<file path="src/rtl/present_slayer_serial_3sh.sv">
// present_slayer_serial_3sh: PRESENT S-box layer on a 3-share masked state.
// The 64-bit state is pushed one nibble per cycle through an external
// masked S-box pipeline and reassembled from its outputs.
//
// Ports:
//   clk, rst                 clock, synchronous active-high reset
//   st_in1..3   [63:0]       input state shares, sampled when start is seen in IDLE
//   start                    run request, ignored unless IDLE
//   sb_in1..3   [3:0]        registered share nibbles towards the S-box pipeline
//   sb_out1..3  [3:0]        share nibbles returned SBOX_LAT cycles later
//   st_out1..3  [63:0]       registered substituted shares, updated with done
//   busy                     high during FEED and DRAIN
//   done                     one-cycle completion pulse
//
// Timing: start is seen in cycle 0. Nibble k is on sb_in* in cycle k+1,
// its result is captured in cycle k+1+SBOX_LAT, and done is high in cycle
// 17+SBOX_LAT. The next start can be taken one cycle later.
//
// Optional macro SLAYER_IDLE_FLUSH_EN: sb_in* is forced to zero when no
// nibble is being issued. Without the macro, sb_in* holds the last issued
// nibble.

module present_slayer_serial_3sh #(
  parameter int SBOX_LAT = 2
) (
  input  logic        clk,
  input  logic        rst,
  input  logic [63:0] st_in1,
  input  logic [63:0] st_in2,
  input  logic [63:0] st_in3,
  input  logic        start,
  output logic [3:0]  sb_in1,
  output logic [3:0]  sb_in2,
  output logic [3:0]  sb_in3,
  input  logic [3:0]  sb_out1,
  input  logic [3:0]  sb_out2,
  input  logic [3:0]  sb_out3,
  output logic [63:0] st_out1,
  output logic [63:0] st_out2,
  output logic [63:0] st_out3,
  output logic        busy,
  output logic        done
);

  typedef enum logic [1:0] {IDLE, FEED, DRAIN, FIN} state_t;

  state_t              state;
  // Nibble 0 goes straight from st_in* to sb_in*. The feed registers only
  // hold nibbles 1..15, and the next nibble to issue is always at [3:0].
  logic [59:0]         feed1, feed2, feed3;
  // Nibbles 0..14 are collected here. The 16th nibble is combined with them
  // directly when st_out* is loaded, so st_out* changes only at done.
  logic [59:0]         acc1, acc2, acc3;
  logic [3:0]          iss_cnt;
  logic [3:0]          col_cnt;
  logic [SBOX_LAT-1:0] vld_dl;
  logic                cap;

  // The nibble issued in the cycle that this bit was loaded is now on sb_out*.
  assign cap = vld_dl[SBOX_LAT-1];

  always_ff @(posedge clk) begin
    if (rst) begin
      state   <= IDLE;
      feed1   <= '0;
      feed2   <= '0;
      feed3   <= '0;
      acc1    <= '0;
      acc2    <= '0;
      acc3    <= '0;
      iss_cnt <= '0;
      col_cnt <= '0;
      vld_dl  <= '0;
      sb_in1  <= '0;
      sb_in2  <= '0;
      sb_in3  <= '0;
      st_out1 <= '0;
      st_out2 <= '0;
      st_out3 <= '0;
      busy    <= 1'b0;
      done    <= 1'b0;
    end else begin
      done <= 1'b0;

      // A nibble is valid on sb_in* exactly while the state is FEED.
      vld_dl[0] <= (state == FEED);
      for (int i = 1; i < SBOX_LAT; i++) begin
        vld_dl[i] <= vld_dl[i-1];
      end

      // Capture can begin while still in FEED when SBOX_LAT is small.
      if (cap) begin
        acc1    <= {sb_out1, acc1[59:4]};
        acc2    <= {sb_out2, acc2[59:4]};
        acc3    <= {sb_out3, acc3[59:4]};
        col_cnt <= col_cnt + 4'd1;
      end

      case (state)
        IDLE: begin
          if (start) begin
            feed1   <= st_in1[63:4];
            feed2   <= st_in2[63:4];
            feed3   <= st_in3[63:4];
            sb_in1  <= st_in1[3:0];
            sb_in2  <= st_in2[3:0];
            sb_in3  <= st_in3[3:0];
            iss_cnt <= 4'd0;
            busy    <= 1'b1;
            state   <= FEED;
          end
        end

        FEED: begin
          // iss_cnt is the index of the nibble currently on sb_in*.
          if (iss_cnt == 4'd15) begin
            iss_cnt <= 4'd0;
            state   <= DRAIN;
`ifdef SLAYER_IDLE_FLUSH_EN
            // Stays zero through DRAIN, FIN and IDLE until the next issue.
            sb_in1  <= 4'h0;
            sb_in2  <= 4'h0;
            sb_in3  <= 4'h0;
`endif
          end else begin
            sb_in1  <= feed1[3:0];
            sb_in2  <= feed2[3:0];
            sb_in3  <= feed3[3:0];
            feed1   <= {4'h0, feed1[59:4]};
            feed2   <= {4'h0, feed2[59:4]};
            feed3   <= {4'h0, feed3[59:4]};
            iss_cnt <= iss_cnt + 4'd1;
          end
        end

        DRAIN: begin
          if (cap && (col_cnt == 4'd15)) begin
            st_out1 <= {sb_out1, acc1};
            st_out2 <= {sb_out2, acc2};
            st_out3 <= {sb_out3, acc3};
            busy    <= 1'b0;
            done    <= 1'b1;
            state   <= FIN;
          end
        end

        FIN: begin
          state <= IDLE;
        end

        default: begin
          state <= IDLE;
        end
      endcase
    end
  end

endmodule

</file>
<file path="config.mk">
export PLATFORM = sky130hd
export DESIGN_NAME = present_slayer_serial_3sh
export DESIGN_NICKNAME = d
export VERILOG_FILES = /design/src/rtl/present_slayer_serial_3sh.sv
export SDC_FILE = /design/constraint.sdc
export NUM_CORES = 1
export LEC_CHECK = 0
export CAP_MARGIN = 20
export CORE_MARGIN = 2
export CORE_UTILIZATION = 35
export CTS_BUF_LIST = sky130_fd_sc_hd__clkbuf_4 sky130_fd_sc_hd__clkbuf_8
export CTS_CLUSTER_DIAMETER = 50
export DETAILED_ROUTE_END_ITERATION = 12
export GPL_TIMING_DRIVEN = 0
export SLEW_MARGIN = 15
export SYNTH_ARGS = -nofsm -noshare
export SYNTH_HDL_FRONTEND = slang
export SYNTH_SLANG_ARGS = --single-unit
</file>
<file path="constraint.sdc">
create_clock -name clk -period 2.15 [get_ports clk]
set_clock_uncertainty 0.15 [all_clocks]
set_input_delay 0.3225 -clock clk [delete_from_list [all_inputs] [get_ports clk]]
set_output_delay 0.3225 -clock clk [all_outputs]
set_load 0.05 [all_outputs]
</file>
---- Word level (Yosys, flattened, before mapping) ----
Index checks and enable logic that the tools add are counted.
storage, ports and cells
  word-level logic and storage cells ...... 69
  register bits after elaboration ......... 578
  input bits .............................. 207
  output and inout port bits .............. 206
operators by class
  mux-type cells .......................... 29
  bitwise logic cells ..................... 1
  equal/unequal tests ..................... 9
  add/subtract/negate cells ............... 2
  reductions and logical operators ........ 10
operators with widths
  cell                   count
  $mux W60               6
  $pmux W60 S2           3
  $mux W4                8
  $pmux W4 S2            4
  $reduce_and A3 Y1      3
  $add A4 B1 Y4 const B  2
  $eq A4 B4 Y1 const B   2
  $pmux W2 S4            1
  $mux W2                3
  $ne A2 B2 Y1 const B   3
  $eq A2 B2 Y1 const B   2
  $reduce_and A2 Y1      2
  $reduce_bool A2 Y1     2
  $mux W1                3
  $eq A2 B1 Y1 const B   1
  $logic_not A2 Y1       1
  $ne A2 B1 Y1 const B   1
  $pmux W1 S2            1
  $reduce_or A2 Y1       1
  $logic_and A1 B1 Y1    1
  $not A1 Y1             1

---- Longest topological paths before layout ----
  depth after elaboration ................. 4
  gate-level depth with buffers ........... 10
  gate-level depth less buffers ........... 6

---- Worst setup path before layout ----
OpenSTA, ideal clock, no wires.
  kind .................................... register to register
  start ................................... reg state[1]
  end ..................................... reg feed2[0]
  stages on the path, launching flop included .. 11
  data required time ...................... 1854 ps
  library setup time ...................... 146 ps
  clock period less this slack ............ 1870 ps
  buffers on the path ..................... 4
  setup slack ............................. 280 ps
  arrival time ............................ 1573 ps
  path through ............................ dfxtp_1 inv_1 ha_1 buf_4 mux2i_1 a21oi_1 buf_4 buf_8 buf_2 nor2_1 a211oi_2
between the ends
  word-level cells in the longest chain between the ends .. 3
  elaborated cells on any way between the ends .. 7
  those cells by class .................... eq/ne (3); mux (1); reduce/logical (3)
RTL lines
  item                                                          RTL line  RTL
  start, declared                                               47        state_t state;
  start signal, assigned                                        64        state <= IDLE;
  start signal, assigned                                        110       state <= FEED;
  start signal, assigned                                        118       state <= DRAIN;
  $eq A2 B1 Y1 or $logic_not A2 Y1 (tied branches)              99        case (state)
  $ne A2 B2 Y1 (no line) or $reduce_bool A2 Y1 (tied branches)  -
  $reduce_and A3 Y1 (no line)                                   -
  end signal, assigned                                          103       feed2 <= st_in2[63:4];
  end signal, assigned                                          130       feed2 <= {4'h0, feed2[59:4]};
  end, declared                                                 50        logic [59:0] feed1, feed2, feed3;
Several ways; a longest one is shown, not always the timed one.
A chain may end at the register's enable or synchronous reset.

---- Final worst setup path ----
  start ................................... reg state[0]
  end ..................................... reg feed3[34]
between the ends
  word-level cells in the longest chain between the ends .. 3
  elaborated cells on any way between the ends .. 7
  those cells by class .................... eq/ne (3); mux (1); reduce/logical (3)
RTL lines
  item                                                          RTL line  RTL
  $eq A2 B1 Y1 or $logic_not A2 Y1 (tied branches)              99
  $ne A2 B2 Y1 (no line) or $reduce_bool A2 Y1 (tied branches)  -
  $reduce_and A3 Y1 (no line)                                   -
  end signal, assigned                                          104       feed3 <= st_in3[63:4];
  end signal, assigned                                          131       feed3 <= {4'h0, feed3[59:4]};
  end, declared                                                 50
Several ways; a longest one is shown, not always the timed one.

==> impl_metrics.py <==
metrics = {
    "floorplanning": {
        "core_area_um2": 62900,
        "initial_utilization_pct": 35.3,
        "dieWidth_um": 256,
        "die_height_um": 256,
        "io_pins": 413,
        "num_rows": 92,
        "dieArea_um2": 65400,
    },
    "drt": {
        "vias_per_cell": 4.81,
        "wire_per_inst_um": 17.6,
        "num_vias": 18100,
        "route.detailed.drc": 0,
        "drt_iter0_drc": 708,
        "antenna_left": 0,
        "wirelength_um": 66200,
        "dr.pass1.iters": 5,
    },
    "place": {
        "gp_congestion": 0.858,
        "io_buffer_count": 411,
        "dpl.hpwl_um": 48800,
        "placed_area_um2": 27300,
        "dp_cells": 3569,
    },
    "global_route": {
        "grt_pass1_vias": 18500,
        "grtUsageMet1_pct": 22.5,
        "grt_use_total_pct": 19.8,
        "met2_usage_pct": 34.0,
        "antenna_found_initial": 19,
        "grtUsageMet3_pct": 7.07,
        "busiest_layer": "met2",
        "gr-total-overflow": 0,
        "grt_max_degree": 14,
        "grt_pass1_wl_um": 102000,
    },
    "pwr": {
        "sequentialPowerShare_pct": 39.4,
        "p_clk_share_pct": 32.7,
        "switching_share_pct": 31.8,
        "pwr-share-comb_pct": 27.9,
        "switching_power_mw": 10.6,
        "vdd_drop_max_uv": 616,
        "power_mw": 33.2,
        "pwr_density_cell_nw_per_um2": 1120,
        "leakagePower_nw": 11.4,
        "p_int_mw": 22.7,
    },
    "logic_synthesis": {
        "async_flop_share_pct": 0,
        "synth.net_count": 2525,
        "synth_cell_types": 33,
        "netlist_instances": 2312,
        "synth_warnings": 0,
        "synth_edf_count": 0,
        "avgSynthCellArea_um2": 9.59,
        "ys_seq_area_share_pct": 52.2,
        "synth_ff_type": "dfxtp_1",
        "synth_area_um2": 22200,
        "synth-seq-cells": 578,
    },
    "sta": {
        "setup_viol": 0,
        "hold_viol": 0,
        "drv_slew": 0,
        "period_minus_slack_ps": 2080,
        "fmax_mhz": 480,
        "worst_pin_slew_ps": 1090,
        "rsz0062_at_grt": "true",
        "fin_crit_sh_pct": 96.8,
        "slew_headroom_pct": 27.4,
    },
    "clocking": {
        "cts_root_buf": "clkbuf_8",
        "cts_sinks": 578,
        "cts_buffers": 99,
        "htreeDepth": 3,
        "clockBufferDepth": 3,
        "cts.clk_slew.worst_paths_ps": 60,
        "tritoncts": "done",
        "clkLatencyLatePin_ps": 690,
    },
    "finish": {
        "finish.utilization_pct": 47.4,
        "syn2layout_area_growth_pct": 34.2,
        "fin_cells": 3758,
        "nNetsFinal": 3039,
        "layout-drive-gt1-share_pct": 15.1,
        "mostFrequentLayoutCells": "dfxtp_1 (578), nand2_1 (386), nor2_1 (370), mux2i_1 (363), clkdlybuf4s50_1 (205)",
        "final_common_cell": "dfxtp_1",
        "final_area_um2": 29800,
    },
    "setup_path": {
        "worstPathRequired_ps": 2600,
        "worstSetupPathType": "flop to flop",
        "worstSetupStartpointType": "flop",
        "cp_data_arrival_time_ps": 2530,
        "cp_max_fo": 10,
        "crit_path_end_kind": "flop",
    },
    "flow_run": {
        "drv_cap": 0,
    },
    "hold_path": {
        "hold_path_class": "primary input to flop",
    },
    "status": {
        "status": "finished clean",
    },
}
[flip-flops by register name, summed over array words and instances, names as in the netlist, 2 cells and up]
| name | count |
|---|---|
| feed3 | 60 |
| st_out3 | 64 |
| sb_in2 | 4 |
| sb_in1 | 4 |
| st_out2 | 64 |
| col_cnt | 4 |
| acc1 | 60 |
| state | 2 |
| vld_dl | 2 |
| acc2 | 60 |
| feed2 | 60 |
| iss_cnt | 4 |
| acc3 | 60 |
| st_out1 | 64 |
| feed1 | 60 |
| sb_in3 | 4 |
[layout make-up]
class | count | area [µm²]
Multi-Input combinational cell | 1543 | 9820
Timing Repair Buffer | 414 | 3950
Tap cell | 846 | 1060
Antenna cell | 7 | 17.5
Clock buffer | 161 | 2000
Buffer | 188 | 1120
Inverter | 2 | 7.51
Sequential cell | 578 | 11600
Fill cell | 5971 | 33100
Clock inverter | 19 | 216
[repair_timing]
item,CTS,global route
gates resized for setup,285,91
setup endpoints to repair,608,324
hold buffers,1,0
hold endpoints to repair,1,0
setup buffers,2,0
[logic make-up (layout without fill, tap and decap cells)]
family          after synthesis  in the layout  share of synthesized area, %
simple gates                775            775                          13.3
flops                       578            578                          52.2
compound gates              395            395                          13.5
mux                         364            364                          16.4
buf+inv                     191            784                          4.10
fa+ha+maj                     6              6                         0.339
xor+xnor                      3              3                         0.119
other cells                   0              7                             0
[stage by stage]
step | setup TNS [ps] | worst slack, ps | hold WS [ps]
2_1_floorplan | 0 | 280 | 264
3_3_place_gp | -104900 | -534 | 270
3_5_place_dp | -109020 | -470 | 281
4_1_cts | -5.72 | -2.87 | 22.6
5_1_grt | -23.3 | -8.92 | 52.4
6_report | 0 | 68.7 | 90.6
[final timing paths]
| kind | slack (ps) | endpoint | startpoint | cells after the start |
|---|---|---|---|---|
| min | 90 | feed2[58] | st_in2[62] | 2 |
| max | 70 | feed3[34] | state[0] | 9 |
| min reg2reg | 290 | st_out3[3] | acc3[3] | 2 |
| max reg2reg | 70 | feed3[34] | state[0] | 9 |
[Yosys cell counts, drive strengths merged, types with 2 or more instances]
master	count	area share, %
ha	6	0.34
nor2b	6	0.17
a211oi	180	8.4
nand2	387	6.6
buf	115	2.8
nor2	371	6.3
a22o	13	0.51
mux2i	364	16
a21oi	197	4.4
nand4	3	0.085
clkbuf	74	1.3
inv	2	0.034
dfxtp	578	52
xor2	2	0.079
[routing by layer]
layer / wire, µm / vias to the layer above
met5: 170 / -
met3: 5190 / 111
met4: 1580 / 24
met2: 32000 / 451
li1: - / 8940
met1: 27300 / 8555
[critical path, cell delays in order (launching register included)]
cell and delay (ps):
dfxtp_1 360, inv_1 90, ha_2 240, mux2i_4 210, a21oi_2 140, buf_6 160
buf_12 130, clkbuf_4 200, nor2_1 60, a211oi_1 240
[power groups by stage]
stage	sequential (mW)	combinational (mW)	clock (mW)
after floorplan	13.4	6.33	0
after global placement	13.3	8.54	0
after detailed placement	13.3	8.75	0
after CTS	13.1	8.97	11.2
after global routing	13.3	10.1	11.6
final	13.1	9.29	10.9
(Power assumes the default switching activity.)
